**config.mk**
```make
export PLATFORM = sky130hd
export DESIGN_NAME = vga_char_scanout
export DESIGN_NICKNAME = d
export VERILOG_FILES = /design/src/rtl/vga_char_scanout.sv
export SDC_FILE = /design/constraint.sdc
export NUM_CORES = 1
export LEC_CHECK = 0
export ABC_AREA = 0
export BUFFER_PORTS_ARGS = -buffer_cell sky130_fd_sc_hd__buf_4
export CAP_MARGIN = 20
export CORE_ASPECT_RATIO = 0.6
export CORE_MARGIN = 3
export CORE_UTILIZATION = 57
export CTS_CLUSTER_SIZE = 40
export DETAILED_ROUTE_END_ITERATION = 8
export GPL_ROUTABILITY_DRIVEN = 0
export PLACE_DENSITY_LB_ADDON = 0.05
export SLEW_MARGIN = 20
export SYNTH_ARGS = -nofsm -noshare
export SYNTH_HDL_FRONTEND = slang
export SYNTH_SLANG_ARGS = --single-unit
```
**constraint.sdc**
```tcl
create_clock -name clk -period 2.37 [get_ports clk]
set_input_delay 0.1185 -clock clk [delete_from_list [all_inputs] [get_ports clk]]
set_output_delay 0.1185 -clock clk [all_outputs]
set_load 0.005 [all_outputs]
```
**src/rtl/vga_char_scanout.sv**
```systemverilog
// 640x480@60 VGA scanout: free-running raster counters, per-pixel character-cell
// read requests, and a two-stage pipeline aligning the buffer result with the syncs.
module vga_char_scanout #(
  parameter int          p_h_active   = 640,
  parameter int          p_h_front    = 16,
  parameter int          p_h_sync     = 96,
  parameter int          p_h_back     = 48,
  parameter int          p_v_active   = 480,
  parameter int          p_v_front    = 10,
  parameter int          p_v_sync     = 2,
  parameter int          p_v_back     = 33,
  parameter logic [11:0] p_fg_rgb     = 12'hFFF,
  parameter logic [11:0] p_bg_rgb     = 12'h000,
  parameter logic [11:0] p_border_rgb = 12'h008
) (
  input  logic       clk,
  input  logic       rst,
  output logic [6:0] read_hchar,
  output logic [5:0] read_vchar,
  output logic [2:0] read_hoffset,
  output logic [2:0] read_voffset,
  input  logic       read_lit,
  input  logic       out_of_bounds,
  output logic       vga_hsync,
  output logic       vga_vsync,
  output logic [3:0] vga_r,
  output logic [3:0] vga_g,
  output logic [3:0] vga_b,
  output logic       frame_start
);

  localparam int h_total = p_h_active + p_h_front + p_h_sync + p_h_back;
  localparam int v_total = p_v_active + p_v_front + p_v_sync + p_v_back;
  localparam int hw      = $clog2(h_total);
  localparam int vw      = $clog2(v_total);

  localparam logic [hw-1:0] h_last   = hw'(h_total - 1);
  localparam logic [hw-1:0] h_act    = hw'(p_h_active);
  localparam logic [hw-1:0] hs_start = hw'(p_h_active + p_h_front);
  localparam logic [hw-1:0] hs_end   = hw'(p_h_active + p_h_front + p_h_sync - 1);
  localparam logic [vw-1:0] v_last   = vw'(v_total - 1);
  localparam logic [vw-1:0] v_act    = vw'(p_v_active);
  localparam logic [vw-1:0] vs_start = vw'(p_v_active + p_v_front);
  localparam logic [vw-1:0] vs_end   = vw'(p_v_active + p_v_front + p_v_sync - 1);

  logic [hw-1:0] hcount;
  logic [vw-1:0] vcount;
  logic          active0, hs0, vs0, first0;
  logic          active1, hs1, vs1, first1;
  logic [11:0]   rgb_next;
  logic [11:0]   rgb_q;

  // stage 0: raster counters
  always_ff @(posedge clk) begin
    if (rst) begin
      hcount <= '0;
      vcount <= '0;
    end else if (hcount == h_last) begin
      hcount <= '0;
      vcount <= (vcount == v_last) ? '0 : vcount + vw'(1);
    end else begin
      hcount <= hcount + hw'(1);
    end
  end

  // vsync follows vcount, so it only ever changes at hcount == 0
  always_comb begin
    active0 = (hcount < h_act) && (vcount < v_act);
    hs0     = !((hcount >= hs_start) && (hcount <= hs_end));
    vs0     = !((vcount >= vs_start) && (vcount <= vs_end));
    first0  = (hcount == '0) && (vcount == '0);
  end

  // blanking row 6'h3F lies beyond the last visible character row
  always_comb begin
    read_hchar   = 7'h7F;
    read_vchar   = 6'h3F;
    read_hoffset = 3'd0;
    read_voffset = 3'd0;
    if (active0) begin
      read_hchar   = 7'(hcount >> 3);
      read_vchar   = 6'(vcount >> 3);
      read_hoffset = hcount[2:0];
      read_voffset = vcount[2:0];
    end
  end

  // stage 1: buffer result for this pixel arrives while these are held
  always_ff @(posedge clk) begin
    if (rst) begin
      active1 <= 1'b0;
      hs1     <= 1'b1;
      vs1     <= 1'b1;
      first1  <= 1'b0;
    end else begin
      active1 <= active0;
      hs1     <= hs0;
      vs1     <= vs0;
      first1  <= first0;
    end
  end

  always_comb begin
    rgb_next = 12'h000;
    if (active1) begin
      if (out_of_bounds) rgb_next = p_border_rgb;
      else if (read_lit) rgb_next = p_fg_rgb;
      else               rgb_next = p_bg_rgb;
    end
  end

  // stage 2: output registers, syncs kept aligned with colour
  always_ff @(posedge clk) begin
    if (rst) begin
      vga_hsync   <= 1'b1;
      vga_vsync   <= 1'b1;
      rgb_q       <= 12'h000;
      frame_start <= 1'b0;
    end else begin
      vga_hsync   <= hs1;
      vga_vsync   <= vs1;
      rgb_q       <= rgb_next;
      frame_start <= first1;
    end
  end

  assign vga_r = rgb_q[11:8];
  assign vga_g = rgb_q[7:4];
  assign vga_b = rgb_q[3:0];

endmodule
```
-- After elaboration in Yosys (flattened, before gate mapping)
Cells that the tools add are included.
- register bits: 39
- input port bits: 4
- output and inout port bits: 34
- logic and storage cells: 40
- add/sub/neg operators: 2
- $lt $le $gt $ge: 6
- eq/ne operators: 2
- muxes and demuxes: 7
- bitwise operators: 1
- reductions and logical operators: 11
- operators by type and width (cell ; count):
    adder 10 x 1 -> 10 bit, second input constant ; 2
    == test 10 bit, second input constant ; 2
    zero test 10 bit ; 2
    two-way mux 12 bit ; 1
    greater-or-equal comparator 10 bit, second input constant ; 1
    greater-or-equal comparator 10 x 9 -> 1 bit, second input constant ; 1
    <= comparator 10 bit, second input constant ; 1
    <= comparator 10 x 9 -> 1 bit, second input constant ; 1
    < comparator 10 bit, second input constant ; 1
    < comparator 10 x 9 -> 1 bit, second input constant ; 1
    two-way mux 10 bit ; 1
    two-way mux 7 bit ; 1
    two-way mux 3 bit ; 2
    two-way mux 6 bit ; 1
    logical AND 1 bit ; 4
    two-way mux 4 bit ; 1
    OR reduction 2 bit ; 2
    OR reduction 3 bit ; 1
    zero test 1 bit ; 2
    NOT 1 bit ; 1

-- Depth between registers and ports, before layout
Gate-level depths: netlist of run 1.
- depth in word-level cells: 3
- depth in mapped cells: 7
- gate-level depth less buffers: 6

-- Least setup slack after synthesis of run 1
No wires, ideal clock.
- path type: register -> register
- from: register hcount[0]
- to: register vcount[6]
- setup time: 0.066 ns
- data arrival time: 1.489 ns
- required time: 2.304 ns
- path slack: 0.815 ns
- cell stages (with the launch flop): 7
- buffers on the path: 1
- clock period less this slack: 1.555 ns
- cells stage by stage: dfxtp_1 > ha_1 > and4_1 > buf_6 > nand4_4 > or3_1 > a21oi_2
- cells in the longest elaborated chain, start to end: 1
- ends and longest elaborated chain (item ; line ; RTL):
    start, declared ; 46 ; logic [hw-1:0] hcount;
    start signal, assigned ; 62 ; hcount <= hcount + hw'(1);
    == test 10 bit ; 58 ; end else if (hcount == h_last) begin
    end signal, assigned ; 60 ; vcount <= (vcount == v_last) ? '0 : vcount + vw'(1);
    end, declared ; 47 ; logic [vw-1:0] vcount;
Every way passes these cells.
A chain may end at the register's enable or synchronous reset.

-- Worst setup path after layout of run 1
- from: register vcount[5]
- to: output port read_vchar[2]
- cells in the longest elaborated chain, start to end: 3
- ends and longest elaborated chain (item ; line ; RTL):
    < comparator 10 x 9 -> 1 bit ; 68 ; active0 = (hcount < h_act) && (vcount < v_act);
    logical AND 1 bit ; 68 ;
    two-way mux 6 bit (*) ; 80 ; if (active0) begin
    end, declared ; 19 ; output logic [5:0] read_vchar,
Mark *: on every way between the ends. The rest lies on a longest branch, timed or not.

==> results of run 1 <==
==> worst max-delay path by stage <==
stage                                start                     end  slack [ns]  cells past startpoint
floorplan             hcount[0]$_SDFF_PP0_  vcount[6]$_SDFFE_PP0N_        0.81                      6
global placement    vcount[0]$_SDFFE_PP0N_  vcount[2]$_SDFFE_PP0N_        0.62                      6
detailed placement  vcount[1]$_SDFFE_PP0N_  vcount[3]$_SDFFE_PP0N_        0.55                      6
CTS                 vcount[5]$_SDFFE_PP0N_           read_vchar[2]        0.49                      5
global route          hcount[7]$_SDFF_PP0_           read_vchar[1]        0.28                      4
finish              vcount[5]$_SDFFE_PP0N_           read_vchar[2]        0.51                      5
==> layout by cell type (no fill, tap or decap), types with 4 or more instances in the layout <==
master / synthesis / final
buf_4: 11 / 37
dfxtp_1: 29 / 29
nor2_1: 24 / 24
nand2b_1: 11 / 11
xnor2_1: 9 / 9
nand2_1: 8 / 8
inv_1: 7 / 7
or3_1: 7 / 7
nand4_1: 6 / 6
clkbuf_8: 0 / 6
o21ai_0: 5 / 5
nand3_1: 5 / 5
and3_1: 4 / 4
xor2_1: 4 / 4
ha_1: 4 / 4
==> metrics by stage <==
| stage | setup slack [ns] | cell area (sq um) |
|---|---|---|
| 5_1_grt | 0.278 | 1820 |
| 3_5_place_dp | 0.554 | 1730 |
| 6_report | 0.509 | 1820 |
| 2_1_floorplan | 0.815 | 1580 |
| 4_1_cts | 0.490 | 1820 |
| 3_3_place_gp | 0.618 | 1730 |
==> cell usage after synthesis (4+ instances only) <==
cell      instances  area (sq um)
and3_1            4          25.0
buf_4            11          82.6
buf_6             6          67.6
dfxtp_1          29           581
ha_1              4          50.1
inv_1             7          26.3
nand2_1           8          30.0
nand2b_1         11          68.8
nand3_1           5          25.0
nand4_1           6          37.5
nor2_1           24          90.1
o21ai_0           5          25.0
or3_1             7          43.8
xnor2_1           9          78.8
xor2_1            4          35.0
==> power groups by stage <==
stage | logic [mW] | clock network [mW] | registers [mW]
finish | 0.0532 | 0.399 | 0.506
detailed placement | 0.0536 | 0 | 0.516
floorplan | 0.0381 | 0 | 0.513
global placement | 0.0527 | 0 | 0.516
CTS | 0.0538 | 0.411 | 0.506
global route | 0.0598 | 0.436 | 0.507
==> metal layers <==
layer  track usage [%]  vias up  routed length, um  share of wire, %
li1                  -      643                  -                 -
met1              26.8      593               1450                46
met2              29.0       53               1360                43
met3              7.91        6                301               9.5
met4              10.5        0                 50               1.6
met5                 0        -                  0                 0
==> sequential cells by signal, summed over array words and instances, names as in the netlist <==
signal	count
vcount	10
vs1	1
active1	1
vga_vsync	1
first1	1
rgb_q	2
hs1	1
hcount	10
frame_start	1
vga_hsync	1
==> cells by family (layout without fill, tap and decap cells) <==
kind of cell    after synthesis  after routing  share of synthesized area, %
compound gates               11             11                          4.28
xor+xnor                     13             13                          7.21
flops                        29             29                          36.8
fa+ha+maj                     4              4                          3.17
mux                           1              1                         0.634
simple gates                 93             93                          35.7
buf+inv                      28             51                          12.3
==> worst max-delay path: stages, from the launching register on <==
cell,delay [ns]
dfxtp_1,0.39
and4_1,0.20
nor2_1,0.19
and2_1,0.43
nand2b_1,0.11
buf_4,0.15
==> final cells by class <==
class	instances	area, sq um	share of cell area (%)
repair buffers	37	278	15.3
inverters	7	26.3	1.45
flip-flops and latches	29	581	32.0
multi-input cells	122	805	44.3
well taps	32	40.0	2.21
clock buffers	7	86.3	4.76
==> flow_summary.html, run 1 <==
<table>
<tr><th>Metric</th><th>Value</th></tr>
<tr><th colspan="2">Floorplanning</th></tr>
<tr><td>Initial cell density of the core</td><td>61.3%</td></tr>
<tr><td>Placeable core region</td><td>2570 sq um</td></tr>
<tr><td>FP Rows</td><td>14</td></tr>
<tr><td>Die Outline Area</td><td>around 3500 sq um</td></tr>
<tr><td>Chip Height</td><td>46.8 um</td></tr>
<tr><td>Count of boundary I/O pins</td><td>38</td></tr>
<tr><td>Width of the die</td><td>roughly 74 um</td></tr>
<tr><th colspan="2">Power</th></tr>
<tr><td>Part of the total power dissipated in sequential elements</td><td>52.8%</td></tr>
<tr><td>Switching power summed over all nets</td><td>0.203 mW</td></tr>
<tr><td>Power share of the combinational group</td><td>under 10%</td></tr>
<tr><td>PnR Total Power</td><td>roughly 0.96 mW</td></tr>
<tr><td>Clock share of power</td><td>41.6%</td></tr>
<tr><td>Net Sw Frac</td><td>around a fifth</td></tr>
<tr><td>Pwr/cell area</td><td>528 nW/um^2</td></tr>
<tr><td>Peak supply drop</td><td>0.364 mV</td></tr>
<tr><td>Internal power summed over all cells</td><td>0.755 mW</td></tr>
<tr><td>Leakage power</td><td>0.826 nW</td></tr>
<tr><th colspan="2">Global route</th></tr>
<tr><td>Gr usage total</td><td>approximately 20%</td></tr>
<tr><td>Antenna violations before repair</td><td>0</td></tr>
<tr><td>Wire length of the first global-routing pass</td><td>5.08 mm</td></tr>
<tr><td>Remaining Overflow, GRT</td><td>0</td></tr>
<tr><td>Number of global-route vias before repair</td><td>1132</td></tr>
<tr><td>Largest net degree at the start of global routing</td><td>15</td></tr>
<tr><th colspan="2">Clock tree</th></tr>
<tr><td>Buffer count from post-CTS setup fixing</td><td>0</td></tr>
<tr><td>Clock tree from TritonCTS</td><td>done</td></tr>
<tr><td>H-Tree Level Count</td><td>2</td></tr>
<tr><td>Hold_buf cts</td><td>0</td></tr>
<tr><td>Maximum buffer depth of the clock tree</td><td>2</td></tr>
<tr><td>Post-cts gate resize count</td><td>0</td></tr>
<tr><td>Sinks on the clock net</td><td>29</td></tr>
<tr><td>Number of clock buffers inserted by TritonCTS</td><td>5</td></tr>
<tr><td>Clock insertion delay at the later pin of the skew report</td><td>0.28 ns</td></tr>
<tr><td>Clock transition time at the flip-flop clock pins of the worst setup and hold paths</td><td>0.05 ns</td></tr>
<tr><td>Clock Tree Root</td><td>clkbuf_8</td></tr>
<tr><th colspan="2">Final layout</th></tr>
<tr><td>Area growth from synthesis to layout</td><td>15.0%</td></tr>
<tr><td>Share of layout cells above drive strength 1</td><td>between 20% and 30%</td></tr>
<tr><td>Fin util</td><td>between 70% and 80%</td></tr>
<tr><td>Total of fill cells in the finished design</td><td>196</td></tr>
<tr><td>Post-layout nets</td><td>210</td></tr>
<tr><td>Non-filler cells in the finished layout</td><td>234</td></tr>
<tr><td>Number of diodes added for antenna fixing</td><td>0</td></tr>
<tr><th colspan="2">Synthesis</th></tr>
<tr><td>Mean instance size in the synthesized netlist</td><td>8.82 sq um</td></tr>
<tr><td>Share of flip-flops with an asynchronous set or reset</td><td>0%</td></tr>
<tr><td>Sequential area share after synthesis</td><td>36.8%</td></tr>
<tr><td>Post-synthesis cell area</td><td>1580 sq um</td></tr>
<tr><td>Post-synth EDFFs</td><td>0</td></tr>
<tr><td>Number of instances in the synthesized netlist</td><td>around 180</td></tr>
<tr><td>Synthesis Warnings</td><td>0</td></tr>
<tr><td>Number of synthesized register bits</td><td>29</td></tr>
<tr><td>Number of distinct library cells after synthesis</td><td>38</td></tr>
<tr><td>Top FF cell, synth</td><td>dfxtp_1</td></tr>
<tr><td>Post-synth net total</td><td>187</td></tr>
<tr><th colspan="2">Route</th></tr>
<tr><td>Per-cell via count in the routed design</td><td>5.53</td></tr>
<tr><td>Initial DRC count</td><td>approximately 60</td></tr>
<tr><td>Total vias in the final route</td><td>~1300</td></tr>
<tr><td>Routed len/inst</td><td>approximately 14 um</td></tr>
<tr><td>First drt pass iteration count</td><td>4</td></tr>
<tr><td>Post-detailed-route count of antenna-violating nets</td><td>0</td></tr>
<tr><td>WL final</td><td>3.17 mm</td></tr>
<tr><td>DR DRC count</td><td>0</td></tr>
<tr><th colspan="2">Worst setup path</th></tr>
<tr><td>Worst reg-to-reg path cell count</td><td>5</td></tr>
<tr><td>CP Class</td><td>register to primary output</td></tr>
<tr><td>Slack of the worst reg-to-reg path</td><td>0.56 ns</td></tr>
<tr><td>Required time reported for the critical path endpoint</td><td>2.25 ns</td></tr>
<tr><td>Startpoint type of the worst setup path</td><td>register</td></tr>
<tr><td>Critical path fanouts, max</td><td>11</td></tr>
<tr><td>Worst r2r dst</td><td>vcount[7]$_SDFFE_PP0N_</td></tr>
<tr><td>Critical R2R Launch</td><td>hcount[0]$_SDFF_PP0_</td></tr>
<tr><td>Worst endpoint data arrival time</td><td>around 1.7 ns</td></tr>
<tr><td>Kind of end point of the critical path</td><td>primary output</td></tr>
<tr><th colspan="2">Place</th></tr>
<tr><td>HPWL reported at the end of detailed placement</td><td>roughly 2.4 mm</td></tr>
<tr><td>DP Cell Count</td><td>227</td></tr>
<tr><td>Count of port buffers added during placement</td><td>37</td></tr>
<tr><th colspan="2">Run status</th></tr>
<tr><td>Run status</td><td>completed</td></tr>
<tr><th colspan="2">STA</th></tr>
<tr><td>Unrepaired setup endpoints after global routing</td><td>false</td></tr>
<tr><td>Period Utilization, post-route</td><td>78.5%</td></tr>
<tr><td>Final number of setup-violating endpoints</td><td>0</td></tr>
<tr><td>Worst-Margin Slew</td><td>0.419 ns</td></tr>
<tr><td>Number of pins with negative max-slew slack in the final report</td><td>0</td></tr>
<tr><td>Number of hold-slack violations in the final timing report</td><td>0</td></tr>
<tr><td>Hold slack</td><td>0.00905 ns</td></tr>
<tr><td>Worst max-slew margin expressed relative to the limit</td><td>72.1%</td></tr>
<tr><td>Final setup TNS</td><td>0 ns</td></tr>
<tr><td>Shortest clock period the worst path allows after layout</td><td>1.86 ns</td></tr>
<tr><td>Post-Route Skew</td><td>0.00496 ns</td></tr>
<tr><td>Maximum achievable frequency</td><td>537 MHz</td></tr>
<tr><th colspan="2">Run</th></tr>
<tr><td>Max-capacitance violation count</td><td>0</td></tr>
<tr><th colspan="2">Hold path</th></tr>
<tr><td>Hold Path Cell Cnt</td><td>2</td></tr>
<tr><td>Hold/Removal Path Class</td><td>input pin to register</td></tr>
<tr><td>Hold Path Origin</td><td>out_of_bounds</td></tr>
<tr><td>Endpoint, Worst Hold</td><td>rgb_q[10]$_SDFF_PP0_</td></tr>
</table>
Power figures use the tool's default switching activity.
==> run 2: changes to the inputs <==
- CORE_UTILIZATION: 57 -> 53
- clock period: 2.37 -> 1.75 ns (I/O delays scaled with it)
==> run 2 against run 1 <==
Hold slack improved by 0.082 ns. Critical endpoint is now vcount[5]$_SDFFE_PP0N_. Core utilization rose by 4.8 points. Largest power group is now clock. Sequential power rose by 35%.
==> flow_summary.html, run 2 (same netlist as run 1, synthesis figures left out) <==
<table>
<tr><th>Metric</th><th>Value</th></tr>
<tr><th colspan="2">Route</th></tr>
<tr><td>Post-detailed-route count of antenna-violating nets</td><td>0 (unchanged)</td></tr>
<tr><td>DR DRC count</td><td>0 (unchanged)</td></tr>
<tr><td>Total vias in the final route</td><td>1394 (+7.6%)</td></tr>
<tr><td>Met2 wirelength from detailed routing</td><td>1.75 mm (+29%)</td></tr>
<tr><td>Initial DRC count</td><td>70 (+15%)</td></tr>
<tr><td>Wl on met1</td><td>1.60 mm (+10%)</td></tr>
<tr><td>Per-cell via count in the routed design</td><td>5.40 (-2.4%)</td></tr>
<tr><td>Uppermost layer routed</td><td>met4</td></tr>
<tr><td>Routed len/inst</td><td>14.7 um (+8.8%)</td></tr>
<tr><td>First drt pass iteration count</td><td>4 (unchanged)</td></tr>
<tr><td>WL final</td><td>3.80 mm (+20%)</td></tr>
<tr><td>Met3 routed WL</td><td>405 um (+35%)</td></tr>
<tr><th colspan="2">STA</th></tr>
<tr><td>Maximum achievable frequency</td><td>582 MHz</td></tr>
<tr><td>Unrepaired setup endpoints after global routing</td><td>true</td></tr>
<tr><td>Post-Route Skew</td><td>0.00981 ns (+0.00486 ns)</td></tr>
<tr><td>Final setup TNS</td><td>0 ns (unchanged)</td></tr>
<tr><td>Number of hold-slack violations in the final timing report</td><td>0 (unchanged)</td></tr>
<tr><td>Worst-Margin Slew</td><td>0.351 ns (-0.0682 ns)</td></tr>
<tr><td>Period Utilization, post-route</td><td>98.2%</td></tr>
<tr><td>Number of pins with negative max-slew slack in the final report</td><td>0 (unchanged)</td></tr>
<tr><td>Shortest clock period the worst path allows after layout</td><td>about 1.7 ns</td></tr>
<tr><td>Worst Setup Slack, final</td><td>0.0314 ns (-0.478 ns)</td></tr>
<tr><td>Worst max-slew margin expressed relative to the limit</td><td>76.4% (+4.3 points)</td></tr>
<tr><td>Final number of setup-violating endpoints</td><td>0 (unchanged)</td></tr>
<tr><td>Hold slack</td><td>0.0914 ns (+0.0824 ns)</td></tr>
<tr><th colspan="2">Worst setup path</th></tr>
<tr><td>Worst reg-to-reg path cell count</td><td>7 (+2)</td></tr>
<tr><td>Slack of the worst reg-to-reg path</td><td>0.03 ns (-0.53 ns)</td></tr>
<tr><td>CP cell instances</td><td>inv_1 -&gt; ha_1 -&gt; or4b_4 -&gt; nor3_4 -&gt; a41o_1 -&gt; buf_12 -&gt; nor2_1</td></tr>
<tr><td>CP Class</td><td>register to register</td></tr>
<tr><td>Required time reported for the critical path endpoint</td><td>1.92 ns (-0.33 ns)</td></tr>
<tr><td>Kind of end point of the critical path</td><td>register</td></tr>
<tr><td>Worst endpoint data arrival time</td><td>1.88 ns (+0.14 ns)</td></tr>
<tr><td>Total buffers and inverters traversed by the critical path</td><td>2 (+1)</td></tr>
<tr><td>Max incr delay on CP</td><td>0.47 ns (+0.04 ns)</td></tr>
<tr><td>Startpoint type of the worst setup path</td><td>register</td></tr>
<tr><td>Critical path fanouts, max</td><td>10 (-1)</td></tr>
<tr><td>Critical R2R Launch</td><td>vcount[1]$_SDFFE_PP0N_</td></tr>
<tr><td>Kind of cell adding the most delay to the critical path</td><td>simple AND/OR/NAND/NOR gates</td></tr>
<tr><td>Library cell contributing the largest single delay on the critical path</td><td>or4b_4</td></tr>
<tr><td>Worst r2r dst</td><td>vcount[5]$_SDFFE_PP0N_</td></tr>
<tr><th colspan="2">Power</th></tr>
<tr><td>PnR Total Power</td><td>1.49 mW (+55%)</td></tr>
<tr><td>Pwr/cell area</td><td>742 nW/um^2 (+41%)</td></tr>
<tr><td>Leakage power</td><td>0.929 nW (+12%)</td></tr>
<tr><td>Part of the total power dissipated in sequential elements</td><td>45.8% (-7.0 points)</td></tr>
<tr><td>Peak supply drop</td><td>0.612 mV (+68%)</td></tr>
<tr><td>Power share of the combinational group</td><td>6.2% (+0.6 points)</td></tr>
<tr><td>Clock share of power</td><td>48.0% (+6.4 points)</td></tr>
<tr><td>Internal power summed over all cells</td><td>1.19 mW (+57%)</td></tr>
<tr><td>Net Sw Frac</td><td>20.2% (-0.96 points)</td></tr>
<tr><td>Switching power summed over all nets</td><td>0.301 mW (+48%)</td></tr>
<tr><th colspan="2">Floorplanning</th></tr>
<tr><td>Width of the die</td><td>76.5 um (+3.4%)</td></tr>
<tr><td>FP Rows</td><td>14 (unchanged)</td></tr>
<tr><td>Die Outline Area</td><td>3690 sq um (+6.7%)</td></tr>
<tr><td>Initial cell density of the core</td><td>59.3% (-2.0 points)</td></tr>
<tr><td>Placeable core region</td><td>2660 sq um (+3.4%)</td></tr>
<tr><td>Count of boundary I/O pins</td><td>38 (unchanged)</td></tr>
<tr><td>Chip Height</td><td>48.3 um (+3.2%)</td></tr>
<tr><th colspan="2">Hold path</th></tr>
<tr><td>Hold Path Origin</td><td>rst</td></tr>
<tr><td>Hold Path Cell Cnt</td><td>2 (unchanged)</td></tr>
<tr><td>Endpoint, Worst Hold</td><td>hcount[4]$_SDFF_PP0_</td></tr>
<tr><td>Hold/Removal Path Class</td><td>input pin to register</td></tr>
<tr><th colspan="2">Clock tree</th></tr>
<tr><td>Maximum buffer depth of the clock tree</td><td>2 (unchanged)</td></tr>
<tr><td>Clock insertion delay at the later pin of the skew report</td><td>0.28 ns (about the same)</td></tr>
<tr><td>Sinks on the clock net</td><td>29 (unchanged)</td></tr>
<tr><td>Number of clock buffers inserted by TritonCTS</td><td>5 (unchanged)</td></tr>
<tr><td>Clock Tree Root</td><td>clkbuf_8</td></tr>
<tr><td>Clock tree from TritonCTS</td><td>done</td></tr>
<tr><td>H-Tree Level Count</td><td>2 (unchanged)</td></tr>
<tr><td>Clock transition time at the flip-flop clock pins of the worst setup and hold paths</td><td>0.07 ns (+0.02 ns)</td></tr>
<tr><th colspan="2">Global route</th></tr>
<tr><td>Gr usage total</td><td>21.5% (+1.2 points)</td></tr>
<tr><td>Antenna violations before repair</td><td>0 (unchanged)</td></tr>
<tr><td>Wire length of the first global-routing pass</td><td>6.04 mm (+19%)</td></tr>
<tr><td>Remaining Overflow, GRT</td><td>0 (unchanged)</td></tr>
<tr><td>Largest net degree at the start of global routing</td><td>15 (unchanged)</td></tr>
<tr><td>Number of global-route vias before repair</td><td>1233 (+8.9%)</td></tr>
<tr><th colspan="2">Final layout</th></tr>
<tr><td>Registers with the most flip-flops</td><td>hcount (10), vcount (10), rgb_q (2)</td></tr>
<tr><td>Area growth from synthesis to layout</td><td>26.9%</td></tr>
<tr><td>Number of diodes added for antenna fixing</td><td>0 (unchanged)</td></tr>
<tr><td>Post-layout nets</td><td>225 (+7.1%)</td></tr>
<tr><td>Non-filler cells in the finished layout</td><td>258 (+10%)</td></tr>
<tr><td>Final design area excluding fillers</td><td>2000 sq um (+10%)</td></tr>
<tr><td>Fin util</td><td>75.3% (+4.8 points)</td></tr>
<tr><td>Leading cell type in the layout, fill and taps excluded</td><td>buf_4</td></tr>
<tr><td>Share of layout cells above drive strength 1</td><td>33.9% (+6.7 points)</td></tr>
<tr><td>Commonest cells after routing, fill and taps aside</td><td>buf_4 (50), dfxtp_1 (28), nor2_1 (23)</td></tr>
<tr><th colspan="2">Place</th></tr>
<tr><td>DP Cell Count</td><td>249 (+9.7%)</td></tr>
<tr><td>HPWL reported at the end of detailed placement</td><td>2.83 mm (+19%)</td></tr>
<tr><td>Cell area after placement</td><td>1860 sq um (+7.4%)</td></tr>
<tr><td>Count of port buffers added during placement</td><td>37 (unchanged)</td></tr>
<tr><td>Pre-CTS WS</td><td>0.0451 ns (-0.509 ns)</td></tr>
<tr><th colspan="2">Run</th></tr>
<tr><td>Max-capacitance violation count</td><td>0 (unchanged)</td></tr>
<tr><th colspan="2">Run status</th></tr>
<tr><td>Run status</td><td>completed</td></tr>
</table>
==> run 2: layout make-up <==
cell class / count / area, sq um
multi-input combinational: 122 / 825
fill: 207 / 658
sequential: 29 / 582
timing repair buffer: 52 / 405
clock buffer: 7 / 86.3
tap: 40 / 50.0
clock inverter: 1 / 30.0
inverter: 7 / 26.3
==> run 2: what timing repair did <==
action,4_1_cts,5_1_grt
resized for setup,1,6
endpoints found under the hold margin,1,0
hold buffers,1,0
buffers inserted,0,0
endpoints found under the setup margin,1,25
==> run 2: worst max path at each step <==
| stage | startpoint | to | slack [ns] | depth (start not counted) |
|---|---|---|---|---|
| floorplan | hcount[0]$_SDFF_PP0_ | vcount[6]$_SDFFE_PP0N_ | 0.19 | 6 |
| global route | vcount[1]$_SDFFE_PP0N_ | vcount[5]$_SDFFE_PP0N_ | -0.02 | 7 |
| detailed placement | hcount[1]$_SDFF_PP0_ | vcount[7]$_SDFFE_PP0N_ | 0.05 | 5 |
| global placement | vcount[0]$_SDFFE_PP0N_ | vcount[5]$_SDFFE_PP0N_ | 0.1 | 7 |
| finish | vcount[1]$_SDFFE_PP0N_ | vcount[5]$_SDFFE_PP0N_ | 0.03 | 7 |
| CTS | vcount[6]$_SDFFE_PP0N_ | read_vchar[4] | 0.001 | 7 |
==> run 2: power by group through the flow <==
| stage | logic [mW] | registers (mW) | clock network, mW |
|---|---|---|---|
| 2_1_floorplan | 0.0516 | 0.695 | 0 |
| 3_3_place_gp | 0.0863 | 0.694 | 0 |
| 3_5_place_dp | 0.0897 | 0.695 | 0 |
| 4_1_cts | 0.0927 | 0.681 | 0.730 |
| 5_1_grt | 0.101 | 0.683 | 0.757 |
| 6_report | 0.0926 | 0.681 | 0.714 |
==> run 2: layer usage <==
| metal | GRT usage, % | vias up |
|---|---|---|
| li1 | - | 677 |
| met1 | 28.5 | 640 |
| met2 | 34.2 | 70 |
| met3 | 6.64 | 7 |
| met4 | 7.94 | 0 |
| met5 | 0 | - |
==> run 3: changes to the inputs <==
- CORE_UTILIZATION: 53 -> 55
- CTS_BUF_LIST: not set -> sky130_fd_sc_hd__clkbuf_4 sky130_fd_sc_hd__clkbuf_8
- REMOVE_ABC_BUFFERS: not set -> 1
==> run 3 against run 2 <==
Die area down 3.3%. Clock-buffer cell count unchanged. Clock skew down 0.0042 ns. Largest power group is now registers.
==> flow_summary.html, run 3 (same netlist as run 1, synthesis figures left out) <==
<table>
<tr><th>Metric</th><th>Value</th></tr>
<tr><th colspan="2">Clock tree</th></tr>
<tr><td>H-Tree Level Count</td><td>2 (unchanged)</td></tr>
<tr><td>Clock tree from TritonCTS</td><td>done</td></tr>
<tr><td>Clock Tree Root</td><td>clkbuf_8</td></tr>
<tr><td>Sinks on the clock net</td><td>29 (unchanged)</td></tr>
<tr><td>Maximum buffer depth of the clock tree</td><td>2 (unchanged)</td></tr>
<tr><td>Number of clock buffers inserted by TritonCTS</td><td>5 (unchanged)</td></tr>
<tr><td>Clock transition time at the flip-flop clock pins of the worst setup and hold paths</td><td>0.06 ns (about the same)</td></tr>
<tr><td>Clock insertion delay at the later pin of the skew report</td><td>0.29 ns (about the same)</td></tr>
<tr><th colspan="2">STA</th></tr>
<tr><td>Period Utilization, post-route</td><td>97.5% (-0.68 points)</td></tr>
<tr><td>Worst-Margin Slew</td><td>0.331 ns (-0.0196 ns)</td></tr>
<tr><td>Shortest clock period the worst path allows after layout</td><td>1.71 ns (-0.0119 ns)</td></tr>
<tr><td>Worst max-slew margin expressed relative to the limit</td><td>77.7% (+1.3 points)</td></tr>
<tr><td>Final number of setup-violating endpoints</td><td>0 (unchanged)</td></tr>
<tr><td>Maximum achievable frequency</td><td>586 MHz (+0.70%)</td></tr>
<tr><td>Number of pins with negative max-slew slack in the final report</td><td>0 (unchanged)</td></tr>
<tr><td>Worst Setup Slack, final</td><td>0.0433 ns (+0.0119 ns)</td></tr>
<tr><td>Post-Route Skew</td><td>0.00566 ns (-0.00415 ns)</td></tr>
<tr><td>Unrepaired setup endpoints after global routing</td><td>true</td></tr>
<tr><td>Number of hold-slack violations in the final timing report</td><td>0 (unchanged)</td></tr>
<tr><th colspan="2">Final layout</th></tr>
<tr><td>Multi-input combinational cell area</td><td>815 sq um (-1.2%)</td></tr>
<tr><td>Post-layout nets</td><td>225 (unchanged)</td></tr>
<tr><td>Leading cell type in the layout, fill and taps excluded</td><td>buf_4</td></tr>
<tr><td>Commonest cells after routing, fill and taps aside</td><td>buf_4 (50), dfxtp_1 (29), nor2_1 (23)</td></tr>
<tr><td>Share of layout cells above drive strength 1</td><td>34.4% (+0.46 points)</td></tr>
<tr><td>Registers with the most flip-flops</td><td>hcount (10), vcount (10), rgb_q (2)</td></tr>
<tr><td>Register Area</td><td>581 sq um (-0.22%)</td></tr>
<tr><td>Number of diodes added for antenna fixing</td><td>0 (unchanged)</td></tr>
<tr><td>Area growth from synthesis to layout</td><td>24.1%</td></tr>
<tr><td>Total of fill cells in the finished design</td><td>208 (+0.48%)</td></tr>
<tr><th colspan="2">Worst setup path</th></tr>
<tr><td>Startpoint type of the worst setup path</td><td>register</td></tr>
<tr><td>Kind of end point of the critical path</td><td>register</td></tr>
<tr><td>CP cell instances</td><td>inv_1 -&gt; ha_1 -&gt; or4b_4 -&gt; nor3_2 -&gt; a41o_1 -&gt; buf_6 -&gt; nor2_1</td></tr>
<tr><td>Critical path fanouts, max</td><td>7 (-3)</td></tr>
<tr><td>CP Class</td><td>register to register</td></tr>
<tr><td>Number of cells on the critical path</td><td>7 (unchanged)</td></tr>
<tr><td>Max incr delay on CP</td><td>0.45 ns (-0.02 ns)</td></tr>
<tr><td>Total buffers and inverters traversed by the critical path</td><td>2 (unchanged)</td></tr>
<tr><td>Worst reg-to-reg path cell count</td><td>7 (unchanged)</td></tr>
<tr><td>Required time reported for the critical path endpoint</td><td>1.93 ns (about the same)</td></tr>
<tr><td>Library cell contributing the largest single delay on the critical path</td><td>or4b_4</td></tr>
<tr><td>Worst endpoint data arrival time</td><td>1.89 ns (about the same)</td></tr>
<tr><td>Kind of cell adding the most delay to the critical path</td><td>simple AND/OR/NAND/NOR gates</td></tr>
<tr><th colspan="2">Hold path</th></tr>
<tr><td>Hold/Removal Path Class</td><td>input pin to register</td></tr>
<tr><td>Hold Path Cell Cnt</td><td>2 (unchanged)</td></tr>
<tr><th colspan="2">Power</th></tr>
<tr><td>PnR Total Power</td><td>1.39 mW (-6.9%)</td></tr>
<tr><td>Part of the total power dissipated in sequential elements</td><td>49.2% (+3.4 points)</td></tr>
<tr><td>Internal power summed over all cells</td><td>1.08 mW (-9.2%)</td></tr>
<tr><td>Switching power summed over all nets</td><td>0.308 mW (+2.5%)</td></tr>
<tr><td>Pwr/cell area</td><td>707 nW/um^2 (-4.7%)</td></tr>
<tr><td>Power share of the combinational group</td><td>6.6% (+0.4 points)</td></tr>
<tr><td>Clock share of power</td><td>44.2% (-3.8 points)</td></tr>
<tr><td>Net Sw Frac</td><td>22.3% (+2.0 points)</td></tr>
<tr><td>Leakage power</td><td>0.918 nW (-1.2%)</td></tr>
<tr><td>Peak supply drop</td><td>0.643 mV (+5.0%)</td></tr>
<tr><th colspan="2">Global route</th></tr>
<tr><td>Gr usage total</td><td>23.4% (+1.8 points)</td></tr>
<tr><td>Antenna violations before repair</td><td>0 (unchanged)</td></tr>
<tr><td>Number of global-route vias before repair</td><td>1268 (+2.8%)</td></tr>
<tr><td>Wire length of the first global-routing pass</td><td>5.92 mm (-2.1%)</td></tr>
<tr><td>Remaining Overflow, GRT</td><td>0 (unchanged)</td></tr>
<tr><td>Largest net degree at the start of global routing</td><td>15 (unchanged)</td></tr>
<tr><th colspan="2">Floorplanning</th></tr>
<tr><td>Placeable core region</td><td>2610 sq um (-2.0%)</td></tr>
<tr><td>Count of boundary I/O pins</td><td>38 (unchanged)</td></tr>
<tr><td>Width of the die</td><td>75.2 um (-1.7%)</td></tr>
<tr><td>FP Rows</td><td>14 (unchanged)</td></tr>
<tr><td>Chip Height</td><td>47.5 um (-1.6%)</td></tr>
<tr><td>Die Outline Area</td><td>3570 sq um (-3.3%)</td></tr>
<tr><td>Initial cell density of the core</td><td>60.5% (+1.2 points)</td></tr>
<tr><th colspan="2">Run</th></tr>
<tr><td>Max-capacitance violation count</td><td>0 (unchanged)</td></tr>
<tr><th colspan="2">Place</th></tr>
<tr><td>Count of port buffers added during placement</td><td>37 (unchanged)</td></tr>
<tr><td>Pre-CTS WS</td><td>0.0468 ns (+0.00169 ns)</td></tr>
<tr><td>HPWL reported at the end of detailed placement</td><td>2.87 mm (+1.5%)</td></tr>
<tr><th colspan="2">Route</th></tr>
<tr><td>Per-cell via count in the routed design</td><td>5.56 (+2.8%)</td></tr>
<tr><td>WL final</td><td>3.86 mm (+1.5%)</td></tr>
<tr><td>Routed len/inst</td><td>15.4 um (+4.7%)</td></tr>
<tr><td>Total vias in the final route</td><td>1389 (-0.36%)</td></tr>
<tr><td>Initial DRC count</td><td>120 (+71%)</td></tr>
<tr><td>DR DRC count</td><td>0 (unchanged)</td></tr>
<tr><td>Post-detailed-route count of antenna-violating nets</td><td>0 (unchanged)</td></tr>
<tr><td>First drt pass iteration count</td><td>4 (unchanged)</td></tr>
<tr><th colspan="2">Run status</th></tr>
<tr><td>Run status</td><td>completed</td></tr>
</table>
run 3: final timing paths:
kind,startpoint,to,slack [ns]
min reg2reg,vs1$_SDFF_PP1_,vga_vsync$_SDFF_PP1_,0.42
min,rst,frame_start$_SDFF_PP0_,0.08
max,vcount[0]$_SDFFE_PP0N_,vcount[4]$_SDFFE_PP0N_,0.04
max reg2reg,vcount[0]$_SDFFE_PP0N_,vcount[4]$_SDFFE_PP0N_,0.04
run 3: area by class of cell:
class / instances / share of cell area [%]
clock buffer: 7 / 4.92
tap: 32 / 2.04
timing repair buffer: 52 / 20.2
sequential: 29 / 29.6
multi-input combinational: 122 / 41.6
inverter: 7 / 1.34
clock inverter: 1 / 0.255
run 3: worst reg2reg max path, delay by kind of cell (launching register included):
kind	cells	cell delay, ns
simple gates	3	0.66
flops	1	0.31
compound gates	1	0.25
buf+inv	2	0.23
fa+ha+maj	1	0.15
run 3: power by group through the flow:
| stage | Clock [mW] | Combinational (mW) | Sequential (mW) |
|---|---|---|---|
| 6_report | 0.612 | 0.0918 | 0.682 |
| 3_5_place_dp | 0 | 0.0876 | 0.697 |
| 5_1_grt | 0.649 | 0.101 | 0.683 |
| 3_3_place_gp | 0 | 0.0858 | 0.695 |
| 2_1_floorplan | 0 | 0.0316 | 0.698 |
| 4_1_cts | 0.618 | 0.0904 | 0.682 |
run 3: per-stage QoR:
step	cells	TNS (ns)	hold WS (ns)	area [sq um]	util (%)
final	250	0	0.0813	1960	75.1
after detailed placement	240	0	0.280	1830	70.0
after global placement	240	0	0.260	1830	70.0
after global routing	250	-0.0482	0.0872	1960	75.1
after CTS	249	0	0.0753	1940	74.4
after floorplan	158	0	0.159	1410	-
run 3: routing by layer:
layer	up-vias	global-route usage (%)	part of all wire (%)
met3	10	7.34	8.2
met4	0	13.2	2.7
met2	64	35.8	43
met1	642	29.7	46
li1	673	-	-
met5	-	0	0
run 3: repair_timing:
action                                  in CTS  in global routing
resized for setup                            2                  5
setup buffers                                0                  1
endpoints found under the hold margin        1                  0
hold buffers                                 1                  0
gates cloned                                 0                  0
endpoints found under the setup margin      11                 25
